## src/rtl/serial_frame_rx.sv

```systemverilog
// Serial frame receiver: start bit, WIDTH data bits LSB-first, optional even parity,
// stop bit; delivers a parallel word over a valid/ack handshake with sticky error flags.
module serial_frame_rx #(
    parameter int unsigned WIDTH     = 8,
    parameter bit          PARITY_EN = 1'b1
) (
    input  logic             clk,
    input  logic             rst,
    input  logic             bit_en,
    input  logic             din,
    output logic [WIDTH-1:0] dout,
    output logic             dout_valid,
    input  logic             dout_ack,
    output logic             busy,
    output logic             parity_err,
    output logic             frame_err,
    output logic             overrun,
    input  logic             err_clr
);

    localparam int unsigned CW = (WIDTH > 1) ? $clog2(WIDTH) : 1;

    typedef enum logic [2:0] {
        S_IDLE,
        S_DATA,
        S_PARITY,
        S_STOP,
        S_BREAK
    } state_t;

    state_t           r_state;
    state_t           w_next_state;
    logic [WIDTH-1:0] r_shift;
    logic [WIDTH-1:0] r_dout;
    logic [CW-1:0]    r_cnt;
    logic             r_par;
    logic             r_dout_valid;
    logic             r_busy;
    logic             r_perr;
    logic             r_ferr;
    logic             r_ovr;

    logic             w_last_bit;
    logic             w_par_ok;
    logic             w_stop_edge;
    logic             w_frame_bad;
    logic             w_parity_bad;
    logic             w_good;
    logic             w_deliver;
    logic             w_overrun;

    // State register
    always_ff @(posedge clk) begin
        if (!rst) begin
            r_state <= S_IDLE;
        end else begin
            r_state <= w_next_state;
        end
    end

    // Next-state logic: the FSM only advances on bit strobes
    always_comb begin
        w_next_state = r_state;
        if (bit_en) begin
            case (r_state)
                S_IDLE:   if (!din) w_next_state = S_DATA;
                S_DATA:   if (w_last_bit) w_next_state = PARITY_EN ? S_PARITY : S_STOP;
                S_PARITY: w_next_state = S_STOP;
                S_STOP:   w_next_state = din ? S_IDLE : S_BREAK;
                S_BREAK:  if (din) w_next_state = S_IDLE;
                default:  w_next_state = S_IDLE;
            endcase
        end
    end

    // Stop-edge decisions; frame error outranks parity error
    always_comb begin
        w_last_bit   = (r_cnt == CW'(WIDTH - 1));
        w_par_ok     = !PARITY_EN || !r_par;
        w_stop_edge  = bit_en && (r_state == S_STOP);
        w_frame_bad  = w_stop_edge && !din;
        w_parity_bad = w_stop_edge && din && !w_par_ok;
        w_good       = w_stop_edge && din && w_par_ok;
        w_deliver    = w_good && (!r_dout_valid || dout_ack);
        w_overrun    = w_good && r_dout_valid && !dout_ack;
    end

    // Datapath, handshake and sticky flags
    always_ff @(posedge clk) begin
        if (!rst) begin
            r_shift      <= '0;
            r_cnt        <= '0;
            r_par        <= 1'b0;
            r_dout       <= '0;
            r_dout_valid <= 1'b0;
            r_busy       <= 1'b0;
            r_perr       <= 1'b0;
            r_ferr       <= 1'b0;
            r_ovr        <= 1'b0;
        end else begin
            if (bit_en) begin
                case (r_state)
                    S_IDLE: begin
                        if (!din) begin
                            r_cnt <= '0;
                            r_par <= 1'b0;
                        end
                    end
                    S_DATA: begin
                        r_shift <= {din, r_shift[WIDTH-1:1]};
                        r_cnt   <= r_cnt + 1'b1;
                        r_par   <= r_par ^ din;
                    end
                    S_PARITY: r_par <= r_par ^ din;
                    default: ;
                endcase
            end

            if (w_deliver) begin
                r_dout       <= r_shift;
                r_dout_valid <= 1'b1;
            end else if (dout_ack) begin
                r_dout_valid <= 1'b0;
            end

            r_perr <= w_parity_bad | (r_perr & ~err_clr);
            r_ferr <= w_frame_bad  | (r_ferr & ~err_clr);
            r_ovr  <= w_overrun    | (r_ovr  & ~err_clr);
            r_busy <= (w_next_state != S_IDLE);
        end
    end

    assign dout       = r_dout;
    assign dout_valid = r_dout_valid;
    assign busy       = r_busy;
    assign parity_err = r_perr;
    assign frame_err  = r_ferr;
    assign overrun    = r_ovr;

endmodule

```

## config.mk

```make
export PLATFORM = sky130hd
export DESIGN_NAME = serial_frame_rx
export DESIGN_NICKNAME = d
export VERILOG_FILES = /design/src/rtl/serial_frame_rx.sv
export SDC_FILE = /design/constraint.sdc
export NUM_CORES = 1
export LEC_CHECK = 0
export BUFFER_PORTS_ARGS = -buffer_cell sky130_fd_sc_hd__buf_2
export CAP_MARGIN = 20
export CORE_MARGIN = 10
export CORE_UTILIZATION = 62
export CTS_BUF_LIST = sky130_fd_sc_hd__clkbuf_2
export CTS_CLUSTER_SIZE = 16
export DETAILED_ROUTE_END_ITERATION = 8
export PLACE_DENSITY = 0.86
export SYNTH_ARGS = -nofsm -noshare
export SYNTH_HDL_FRONTEND = slang
export SYNTH_SLANG_ARGS = --single-unit
```

## constraint.sdc

```tcl
create_clock -name clk -period 3.9 [get_ports clk]
set_input_delay 0.585 -clock clk [delete_from_list [all_inputs] [get_ports clk]]
set_output_delay 0.585 -clock clk [all_outputs]
set_load 0.01 [all_outputs]
```

# Yosys cells after proc, flatten, opt, wreduce, memory -nomap -nowiden
# Cells that the tools add are included.
dict set report totals {
  register_bits 28
  wordCells 59
  in_bits 6
}
dict set report classes {
  mux 12
  bitwise_logic 8
  n_reduce_logical 22
  eq_ne 6
  n_addsub 1
}
# cell count
set ops {}
lappend ops {{$mux 3} 6}
lappend ops {{$pmux 3 s5} 1}
lappend ops {{$logic_and 1x1->1} 8}
lappend ops {{$eq 3x2->1 const B} 2}
lappend ops {{$eq 3x3->1 const B} 2}
lappend ops {{$pmux 3 s2} 1}
lappend ops {{$reduce_and 3->1} 2}
lappend ops {{$reduce_bool 2->1} 3}
lappend ops {{$logic_not 1->1} 4}
lappend ops {{$add 3x1->3 const B} 1}
lappend ops {{$and 1x1->1} 3}
lappend ops {{$eq 3x1->1 const B} 1}
lappend ops {{$logic_not 3->1} 1}
lappend ops {{$mux 1} 3}
lappend ops {{$or 1x1->1} 3}
lappend ops {{$reduce_bool 3->1} 1}
lappend ops {{$ne 2x2->1 const B} 1}
lappend ops {{$pmux 1 s2} 1}
lappend ops {{$reduce_and 2->1} 1}
lappend ops {{$reduce_or 2->1} 1}
lappend ops {{$logic_or 1x1->1} 1}
lappend ops {{$not 1->1} 1}
lappend ops {{$xor 1x1->1} 1}

# Longest topological paths before layout
# Gate-level depths: netlist of run 1.
dict set report logic_depth {
  ltp_word 7
  mapped_depth 6
  ltp_nobuf 5
}

# Worst setup path before layout of run 1
# OpenSTA, ideal clock, no wires.
dict set report synth_timing {
  kind {in2reg}
  start {in din}
  end {reg r_busy, in the netlist busy}
  t_arrival_ps 1408
  path_stages 4
  path_slack_ps 2365
  setup_time_ps 127
  path_cell_list {buf_2 -> nor2_2 -> o31a_1 -> or3_1}
}
dict set report synth_via {
  elab_chain_len 4
  elab_cells_between_ends 6
  cone_classes {mux: 5; reduce/logical: 1}
}
# item line_no
set synth_rtl {}
lappend synth_rtl {{start, declared} 10} ;# input logic din,
lappend synth_rtl {{$mux 3 (on tied branches)} {70, 66, 69}}
lappend synth_rtl {{$pmux 3 s5 (*)} 65} ;# case (r_state)
lappend synth_rtl {{$mux 3 (*)} 64} ;# if (bit_en) begin
lappend synth_rtl {{$reduce_bool 3->1 (*)} 129} ;# r_busy <= (w_next_state != S_IDLE);
lappend synth_rtl {{end signal, assigned} 129}
lappend synth_rtl {{end, declared} 38} ;# logic r_busy;
# Every way passes the cells marked *; elsewhere a longest branch is shown, timed or not.
# A chain may end at the register's enable or synchronous reset.

# Final worst setup path of run 1
dict set report layout_timing {
  start {reg r_state[1]}
  end {reg r_dout[1], in the netlist dout[1]}
}
dict set report layout_via {
  elab_chain_len 5
}
# item line_no
set layout_rtl {}
lappend layout_rtl {{start, declared} 31} ;# state_t r_state;
lappend layout_rtl {{start signal, assigned} 57} ;# r_state <= w_next_state;
lappend layout_rtl {{$eq 3x2->1} 80} ;# w_stop_edge = bit_en && (r_state == S_STOP);
lappend layout_rtl {{$logic_and 1x1->1} 80}
lappend layout_rtl {{$logic_and 1x1->1 (2 in a row)} 83} ;# w_good = w_stop_edge && din && w_par_ok;
lappend layout_rtl {{$logic_and 1x1->1} 84} ;# w_deliver = w_good && (!r_dout_valid || dout_ack);
lappend layout_rtl {{end signal, assigned} 120} ;# r_dout <= r_shift;
lappend layout_rtl {{end, declared} 34} ;# logic [WIDTH-1:0] r_dout;
# Every way passes these cells.

==> summary.txt, run 1 <==
Status
  • Status: completed

Global routing
  • Antenna violations before repair: 0
  • GR Util All Layers: just over 10%
  • GR Layer Usage met3: under 10%
  • Vias in the first global route: between 800 and 900
  • Met1 GRT Util: between 10% and 20%
  • Busiest grt layer: met2
  • GR Layer Usage met2: approximately 15%
  • Pin count of the biggest net entering global routing: 36
  • Gr ovfl total: 0
  • First-pass GRT wire length: ~3.6 mm

Floorplan
  • Die height: approximately 64 um
  • Die Wd: ~64 um
  • Die ar.: roughly 0.004 mm^2
  • Row count: 15
  • Core area: roughly 0.0018 mm^2
  • Starting Density: about 68%
  • IO Pins: 19

Clock tree
  • Post-CTS Resized: 0
  • Worst-Skew Late Latency: 350 ps
  • Total CTS buffers: 3
  • Clock-pin slew on the worst setup and hold paths: around 230 ps
  • Post-CTS setup buffers: 0
  • CTS tree: done
  • Root Buffer Master: clkbuf_2
  • # hold bufs at CTS: 0
  • Sinks on Clock Net: 28
  • Max clock buf depth: 2
  • Htree depth: 1

STA
  • Min Tclk post-route: 1720 ps
  • Pins over their slew limit: 0
  • Setup violations, final: 0
  • Final worst setup slack: around 2200 ps
  • Rel. slew slack: 52.9%
  • Maximum clock rate: around 580 MHz
  • Period utilisation layout: ~44%
  • Final Hold Fails: 0
  • RSZ-0062 raised after global routing: no
  • Slew @ Worst Pin: 703 ps
  • Setup_tns: 0 ps
  • Setup Skew: 1.38 ps

Detailed routing
  • Wire length per cell: roughly 12 um
  • Drt drc: 0
  • DRT antenna net count: 0
  • Via count: 928
  • Total wire length: roughly 2.1 mm
  • First-pass detailed-route iteration total: 4
  • Drt first-iter violations: 37
  • Via density: around 5.5

Logic synthesis
  • Synth Register Bits: 28
  • Yosys Warn Count: 0
  • Mapped Avg Cell Area: a little over 9 um^2
  • Synth cell types: 35
  • Cells after synthesis: between 100 and 150
  • Syn nets: roughly 140
  • Sequential share of the synthesized area: a little under half
  • Synth Cell Area: about 0.0012 mm^2

Worst setup path
  • Worst Setup End Kind: flip-flop
  • WP buf/inv: 0
  • CP delay by family, top: simple AND/OR/NAND/NOR gates
  • Data arrival time of the worst path: between 2000 and 2500 ps
  • R2R Path Start: r_state[1]
  • WP data required: approximately 4200 ps
  • Worst-path maximum fanout: 16
  • CP Cell Sequence: nand4b_4, nor4b_4, nand3_1, o21ai_2
  • Startpoint types: flip-flop
  • Critical path's slowest cell: nor4b_4
  • Critical path class: reg2reg
  • Max incr delay on CP: about 630 ps
  • Setup crit start: r_state[1]

Power and ir drop
  • Psw: 0.0959 mW
  • Combinational Power Share: between 5 and 6%
  • Clk pwr share: roughly 24%
  • Peak supply drop: 0.000177 V
  • Sequential power share: 70.3%
  • Cell internal pwr: between 0.3 and 0.4 mW
  • LEAKAGE: between 0.5 and 0.6 nW
  • Power per standard cell area: roughly 320 mW/mm^2
  • Net Sw Frac: 23.0%

Cells and area
  • Area growth, synth to finish: 7.13%
  • # nets final: ~150
  • Antenna Cells: 0
  • Share of layout cells above drive strength 1: 19.3%
  • Fin cells: 170
  • Most common cell after layout, fill and taps aside: dfxtp_1
  • Final Util: between 70% and 80%
  • Most frequent cells in the layout: dfxtp_1, nand2_1, buf_2

Place
  • Place WS: between 2000 and 2500 ps
  • RD Place Congestion: approximately 0.76
  • Post-DP HPWL: roughly 1.5 mm
  • Port buffer count: 18
  • Placed Cells incl. Taps: ~170

Worst hold path
  • Worst min-delay path startpoint: dout[0]
  • Hold Path Class: reg2reg

Run
  • MaxCap Viol Count: 0
-- metrics by stage --
step	hold slack (ps)	total power [mW]	area [um^2]
detailed placement	447	0.322	1280
global route	505	0.437	1300
global placement	444	0.321	1280
CTS	475	0.422	1300
finish	470	0.417	1300
floorplan	444	0.316	1210
-- logic make-up (layout without fill, tap and decap cells) --
kind of cell / after synthesis / in the layout / share of synthesized area (%)
compound gates: 31 / 31 / 17.3
xor+xnor: 1 / 1 / 0.723
fa+ha+maj: 2 / 2 / 2.07
buf+inv: 11 / 23 / 4.75
flops: 28 / 28 / 46.3
simple gates: 60 / 60 / 28.9
-- power groups by stage --
stage	Clock, mW	Combinational [mW]	Sequential, mW
after floorplan	0	0.0196	0.296
after global placement	0	0.0227	0.298
after detailed placement	0	0.0234	0.298
after CTS	0.106	0.0235	0.293
after global routing	0.117	0.0261	0.294
final	0.101	0.0233	0.293
-- routing by layer --
layer  share of wire [%]  wire length, um  up-vias
met5                   0                0        -
met4                 1.7               36        0
met3                 7.7              160        5
met2                  41              841       22
met1                  50             1030      420
li1                    -                -      481
-- worst min-delay path: stages (launching register included) --
cell and delay, ps:
dfxtp_1 360, nand2_1 50, o21ai_0 60
-- cells in the mapped netlist --
cell type  instances  area, um^2
buf_2              4        20.0
o21ai_0            8        40.0
nand4bb_1          1        11.3
nand3_1           10        50.1
and2b_1            1        7.51
nand4b_4           1        23.8
o311a_2            1        11.3
and3_1             1        6.26
nor3b_1            2        15.0
nor4b_4            1        23.8
inv_1              1        3.75
o31ai_1            1        7.51
a21oi_1            4        20.0
dfxtp_1           28         561
a22oi_1            3        22.5
a21boi_0           8        60.1
xor2_1             1        8.76
and4bb_1           1        12.5
o22ai_1            1        6.26
buf_6              1        11.3
o21ai_2            2        17.5
nand2b_1           2        12.5
nor2_2             1        6.26
o31a_1             1        8.76
clkbuf_1           4        15.0
o21a_1             2        15.0
nand2_1           25        93.8
clkbuf_4           1        7.51
nor2_1             2        7.51
and2b_2            1        8.76
ha_1               2        25.0
nor4b_1            1        8.76
nor2b_1            8        50.1
or3_1              1        6.26
and2_1             1        6.26
-- state kept, by name, indices dropped and copies added (netlist names) --
register	cells
busy	1
r_par	1
dout_valid	1
dout	8
r_cnt	3
parity_err	1
frame_err	1
r_shift	8
overrun	1
r_state	3
-- final cells by class --
type                    count  area [um^2]
flip-flops and latches     28          561
clock buffers               3         15.0
well taps                  25         31.3
fillers                   143          485
clock inverters             1         3.75
multi-input cells          94          593
repair buffers             18         90.1
inverters                   1         3.75
-- final timing paths --
check,depth (start not counted),slack [ps],endpoint
worst min-delay path,2,470,dout[0]
worst max register to register,4,2180,dout[1]
worst min register to register,2,470,dout[0]
worst max-delay path,4,2180,dout[1]
Power figures use the tool's default switching activity.
==> run 2, diff against run 1 <==
--- a/config.mk
+++ b/config.mk
@@ -5,14 +5,15 @@
 export SDC_FILE = /design/constraint.sdc
 export NUM_CORES = 1
 export LEC_CHECK = 0
+export ABC_AREA = 1
 export BUFFER_PORTS_ARGS = -buffer_cell sky130_fd_sc_hd__buf_2
 export CAP_MARGIN = 20
 export CORE_MARGIN = 10
-export CORE_UTILIZATION = 62
+export CORE_UTILIZATION = 57
 export CTS_BUF_LIST = sky130_fd_sc_hd__clkbuf_2
 export CTS_CLUSTER_SIZE = 16
 export DETAILED_ROUTE_END_ITERATION = 8
-export PLACE_DENSITY = 0.86
+export PLACE_DENSITY = 0.8
 export SYNTH_ARGS = -nofsm -noshare
 export SYNTH_HDL_FRONTEND = slang
 export SYNTH_SLANG_ARGS = --single-unit
==> constraint.sdc (replaced) <==
create_clock -name clk -period 1.68 [get_ports clk]
set_input_delay 0.252 -clock clk [delete_from_list [all_inputs] [get_ports clk]]
set_output_delay 0.252 -clock clk [all_outputs]
set_load 0.01 [all_outputs]
==> summary.txt, run 2 <==
Clock tree
  • CTS tree: done
  • Sinks on Clock Net: 28
  • Worst-Skew Late Latency: between 300 and 400 ps
  • Post-CTS Resized: 0
  • Max clock buf depth: 2
  • Clock-pin slew on the worst setup and hold paths: between 200 and 250 ps
  • Htree depth: 1
  • Post-CTS setup buffers: 0
  • # hold bufs at CTS: 0
  • Total CTS buffers: 3
  • Root Buffer Master: clkbuf_2

Logic synthesis
  • Synth Cell Area: about 0.0012 mm^2
  • Post-synth EDFFs: 0
  • Ys async rst share: 0%
  • Synth area leader: dfxtp_1
  • Synth Flop Type: dfxtp_1
  • Synth cell types: 23
  • Synth Register Bits: 28
  • Top-area cell type share of the netlist area: between 40% and 50%
  • Cells after synthesis: between 150 and 200
  • Count leader, synth: nand2_1
  • Synth top cells by count: nand2_1, nor2_1, dfxtp_1
  • Synth area leaders: dfxtp_1, nand2_1, nor2_1, inv_1, a21oi_1
  • Yosys Warn Count: 0
  • Mapped Avg Cell Area: between 7 and 8 um^2
  • Syn nets: approximately 170
  • Sequential share of the synthesized area: a little under half

Worst setup path
  • Worst Setup End Kind: flip-flop
  • CP Cell Sequence: nand3_1, nor2_2, buf_4, o21ai_0, a21oi_1
  • Max incr delay on CP: roughly 470 ps
  • Critical path class: reg2reg
  • Data arrival time of the worst path: around 1800 ps
  • WP data required: 2000 ps
  • Critical path's slowest cell: dfxtp_1
  • Startpoint types: flip-flop
  • WP buf/inv: 1
  • CP delay by family, top: simple AND/OR/NAND/NOR gates
  • Worst-path maximum fanout: 8

STA
  • Slew @ Worst Pin: around 360 ps
  • Worst-case hold slack: 127 ps
  • Setup_tns: 0 ps
  • Rel. slew slack: 75.9%
  • Pins over their slew limit: 0
  • Setup Skew: 6.35 ps
  • RSZ-0062 raised after global routing: no
  • Final Hold Fails: 0
  • Period utilisation layout: between 80% and 90%
  • Maximum clock rate: 698 MHz
  • Final worst setup slack: 247 ps
  • Setup violations, final: 0
  • Min Tclk post-route: around 1400 ps

Run
  • MaxCap Viol Count: 0

Cells and area
  • Share of layout cells above drive strength 1: a little under a fifth
  • Fin area: around 0.0013 mm^2
  • Most common cell after layout, fill and taps aside: nand2_1
  • Final Util: roughly two thirds
  • # nets final: 193
  • Most frequent cells in the layout: nand2_1, nor2_1, dfxtp_1
  • Area growth, synth to finish: 9.51%
  • Fin cells: 211
  • Antenna Cells: 0

Global routing
  • Antenna violations before repair: 0
  • GR Util All Layers: 11.4%
  • First-pass GRT wire length: around 4.0 mm
  • Pin count of the biggest net entering global routing: 23
  • Gr ovfl total: 0
  • Vias in the first global route: just under 1k

Floorplan
  • Die Wd: 66.1 um
  • IO Pins: 19
  • Row count: 16
  • Die height: around 66 um
  • Die ar.: 0.00437 mm^2
  • Starting Density: roughly three fifths
  • Core area: a little under 0.002 mm^2

Detailed routing
  • Drt first-iter violations: between 40 and 50
  • Via count: 1023
  • Drt drc: 0
  • Via density: around 4.8
  • DRT antenna net count: 0
  • First-pass detailed-route iteration total: 4
  • Wire length per cell: approximately 11 um
  • Total wire length: 2.33 mm

Place
  • RD Place Congestion: between 0.7 and 0.8
  • Port buffer count: 18
  • Placed Cells incl. Taps: 207
  • Dpl cell area: between 0.001 and 0.0015 mm^2
  • Place WS: around 290 ps
  • Post-DP HPWL: 1.74 mm

Power and ir drop
  • Power per standard cell area: 764 mW/mm^2
  • Pwr Total: a little over 1 mW
  • LEAKAGE: 0.698 nW
  • Peak supply drop: just over 0.0006 V

Worst hold path
  • Hold Path Class: in2reg

Status
  • Status: completed
## run 2: cell type report
type | count | area (um^2)
multi-input cells | 109 | 524
clock buffers | 3 | 15.0
clock inverters | 1 | 3.75
well taps | 27 | 33.8
repair buffers | 19 | 97.6
flip-flops and latches | 28 | 561
fillers | 178 | 657
inverters | 24 | 90.1
## run 2: final timing paths
kind | cells after the start | slack [ps] | end | from
setup / recovery | 5 | 250 | r_shift[6] | r_state[0]
hold / removal | 4 | 130 | parity_err | err_clr
setup reg to reg | 5 | 250 | r_shift[6] | r_state[0]
hold reg to reg | 2 | 480 | parity_err | parity_err
## run 2: cell families after synthesis
group	after synthesis	share of synthesized area (%)
compound gates	25	10.5
buf+inv	29	10.3
fa+ha+maj	2	2.07
flops	28	46.3
simple gates	82	30.7
## run 2: routing by layer
| metal | part of all wire (%) | GRT usage [%] | up-vias |
|---|---|---|---|
| met1 | 47 | 12.8 | 449 |
| li1 | - | - | 549 |
| met5 | 0 | 0 | - |
| met4 | 2.1 | 6.28 | 0 |
| met3 | 6.0 | 3.90 | 5 |
| met2 | 45 | 18.6 | 20 |
## run 2: tightest hold or removal path: stages
cell and delay [ps]:
buf_2 70, inv_1 50, nand2_1 50, a21oi_1 50
## run 2: where the power goes
group | switching, mW | internal (mW) | total (mW)
registers | 0.0115 | 0.682 | 0.693
clock network | 0.191 | 0.0517 | 0.243
logic | 0.0523 | 0.0233 | 0.0757
==> run 3, diff against run 2 <==
--- a/config.mk
+++ b/config.mk
@@ -5,7 +5,6 @@
 export SDC_FILE = /design/constraint.sdc
 export NUM_CORES = 1
 export LEC_CHECK = 0
-export ABC_AREA = 1
 export BUFFER_PORTS_ARGS = -buffer_cell sky130_fd_sc_hd__buf_2
 export CAP_MARGIN = 20
 export CORE_MARGIN = 10
==> summary.txt, run 3 (same netlist as run 1, synthesis figures left out) <==
Detailed routing
  • Met2 WL: 954 um
  • Top sig layer: met4
  • Wire length on met3: 176 um
  • Drt first-iter violations: 52
  • Via density: ~5.3
  • Wire length per cell: 12.3 um
  • Drt drc: 0
  • Via count: 919
  • DRT antenna net count: 0
  • M1 WL: around 990 um
  • First-pass detailed-route iteration total: 4
  • Total wire length: 2.14 mm

Cells and area
  • Storage element area: 562 um^2
  • Antenna Cells: 0
  • Most frequent cells in the layout: dfxtp_1, nand2_1, buf_2
  • Area growth, synth to finish: 10.8%
  • Fill cells: about 170
  • # nets final: between 150 and 200
  • Share of layout cells above drive strength 1: 21.8%
  • Area of the multi-input gates: ~590 um^2
  • Fin cells: about 170
  • Most common cell after layout, fill and taps aside: dfxtp_1

Worst setup path
  • Worst Setup End Kind: flip-flop
  • CP delay by family, top: adder cells
  • Max incr delay on CP: slightly below 400 ps
  • Data arrival time of the worst path: between 1500 and 2000 ps
  • Worst reg-to-reg path cell count: 5
  • Logic depth of the worst path, buffers included: 5
  • WP data required: ~2000 ps
  • Startpoint types: flip-flop
  • WP buf/inv: 0
  • CP Cell Sequence: ha_1, ha_1, o311a_2, nor3b_1, or3_1
  • Critical path class: reg2reg
  • Worst-path maximum fanout: 3
  • CP most frequent cell: ha_1
  • Critical path's slowest cell: dfxtp_1

STA
  • Pins over their slew limit: 0
  • Maximum clock rate: between 600 and 700 MHz
  • RSZ-0062 raised after global routing: no
  • Period utilisation layout: approximately 93%
  • Rel. slew slack: 67.0%
  • Min Tclk post-route: roughly 1600 ps
  • Setup_tns: 0 ps
  • Slew @ Worst Pin: roughly 500 ps
  • Setup violations, final: 0
  • Setup Skew: 3.28 ps
  • Final Hold Fails: 0

Global routing
  • First-pass GRT wire length: roughly 3.7 mm
  • Gr ovfl total: 0
  • Antenna violations before repair: 0
  • Pin count of the biggest net entering global routing: 36
  • GR Util All Layers: between 10% and 20%
  • Vias in the first global route: between 800 and 900

Status
  • Status: completed

Floorplan
  • Starting Density: 61.1%
  • Die Wd: 66.1 um
  • Core area: a little under 0.002 mm^2
  • Die height: ~66 um
  • IO Pins: 19
  • Die ar.: between 0.004 and 0.005 mm^2
  • Row count: 16

Clock tree
  • Max clock buf depth: 2
  • Root Buffer Master: clkbuf_2
  • CTS tree: done
  • # hold bufs at CTS: 0
  • Htree depth: 1
  • Post-CTS Resized: 0
  • Worst-Skew Late Latency: roughly 350 ps
  • Post-CTS setup buffers: 0
  • Sinks on Clock Net: 28
  • Total CTS buffers: 3
  • Clock-pin slew on the worst setup and hold paths: about 250 ps

Power and ir drop
  • Pwr Total: 1.13 mW
  • Peak supply drop: around 0.0007 V
  • Power per standard cell area: 845 mW/mm^2
  • LEAKAGE: roughly 0.57 nW

Worst hold path
  • Hold Crit Depth: 3
  • Hold Path Class: in2reg

Place
  • RD Place Congestion: just over 0.7
  • Placed Cells incl. Taps: 170
  • Port buffer count: 18
  • Post-DP HPWL: roughly 1.6 mm

Run
  • MaxCap Viol Count: 0
-- run 3: cell types whose count changed in the layout (fill, tap and decap cells not counted), moves of 3 or more --
| cell | before | now |
|---|---|---|
| a22oi_1 | 0 | 3 |
| a21oi_1 | 11 | 4 |
| nor2b_1 | 0 | 8 |
| inv_1 | 19 | 1 |
| o21ai_0 | 2 | 8 |
| a21boi_0 | 0 | 8 |
| nor2_1 | 31 | 2 |
| nand2_1 | 33 | 25 |
| inv_2 | 5 | 0 |
| o21ai_1 | 11 | 0 |
-- run 3: stage by stage --
| stage | hold slack, ps | cell area (um^2) | utilization (%) | setup slack (ps) |
|---|---|---|---|---|
| detailed placement | 446 | 1300 | 65.4 | 167 |
| global route | 195 | 1340 | 67.7 | 5.27 |
| global placement | 443 | 1300 | 65.4 | 230 |
| CTS | 195 | 1340 | 67.7 | 110 |
| floorplan | 444 | 1210 | - | 285 |
| finish | 213 | 1340 | 67.7 | 110 |
-- run 3: area by class of cell --
class	instances	share of cell area [%]
multi-input cells	94	44.2
flip-flops and latches	28	41.8
repair buffers	20	7.83
well taps	27	2.52
clock inverters	1	2.24
clock buffers	3	1.12
inverters	1	0.280
-- run 3: worst paths after layout --
path	start	endpoint	slack (ps)
hold reg to reg	dout[0]	dout[0]	470
setup reg to reg	r_cnt[0]	busy	110
setup / recovery	r_cnt[0]	busy	110
hold / removal	err_clr	frame_err	210
-- run 3: worst min-delay path, cell delays in order --
cell     delay (ps)
buf_2           100
nor2b_1          50
o21a_1          160
-- run 3: power by group --
group	switching, mW	internal [mW]	leakage (nW)
sequential	0.00778	0.673	0.226
clock	0.193	0.205	0.0266
combinational	0.0337	0.0223	0.319
total	0.234	0.900	0.572
-- run 3: metal layers --
layer	up-vias	GRT usage [%]
met5	-	0
met4	0	4.71
met3	2	3.56
met2	21	16.9
met1	411	11.7
li1	485	-
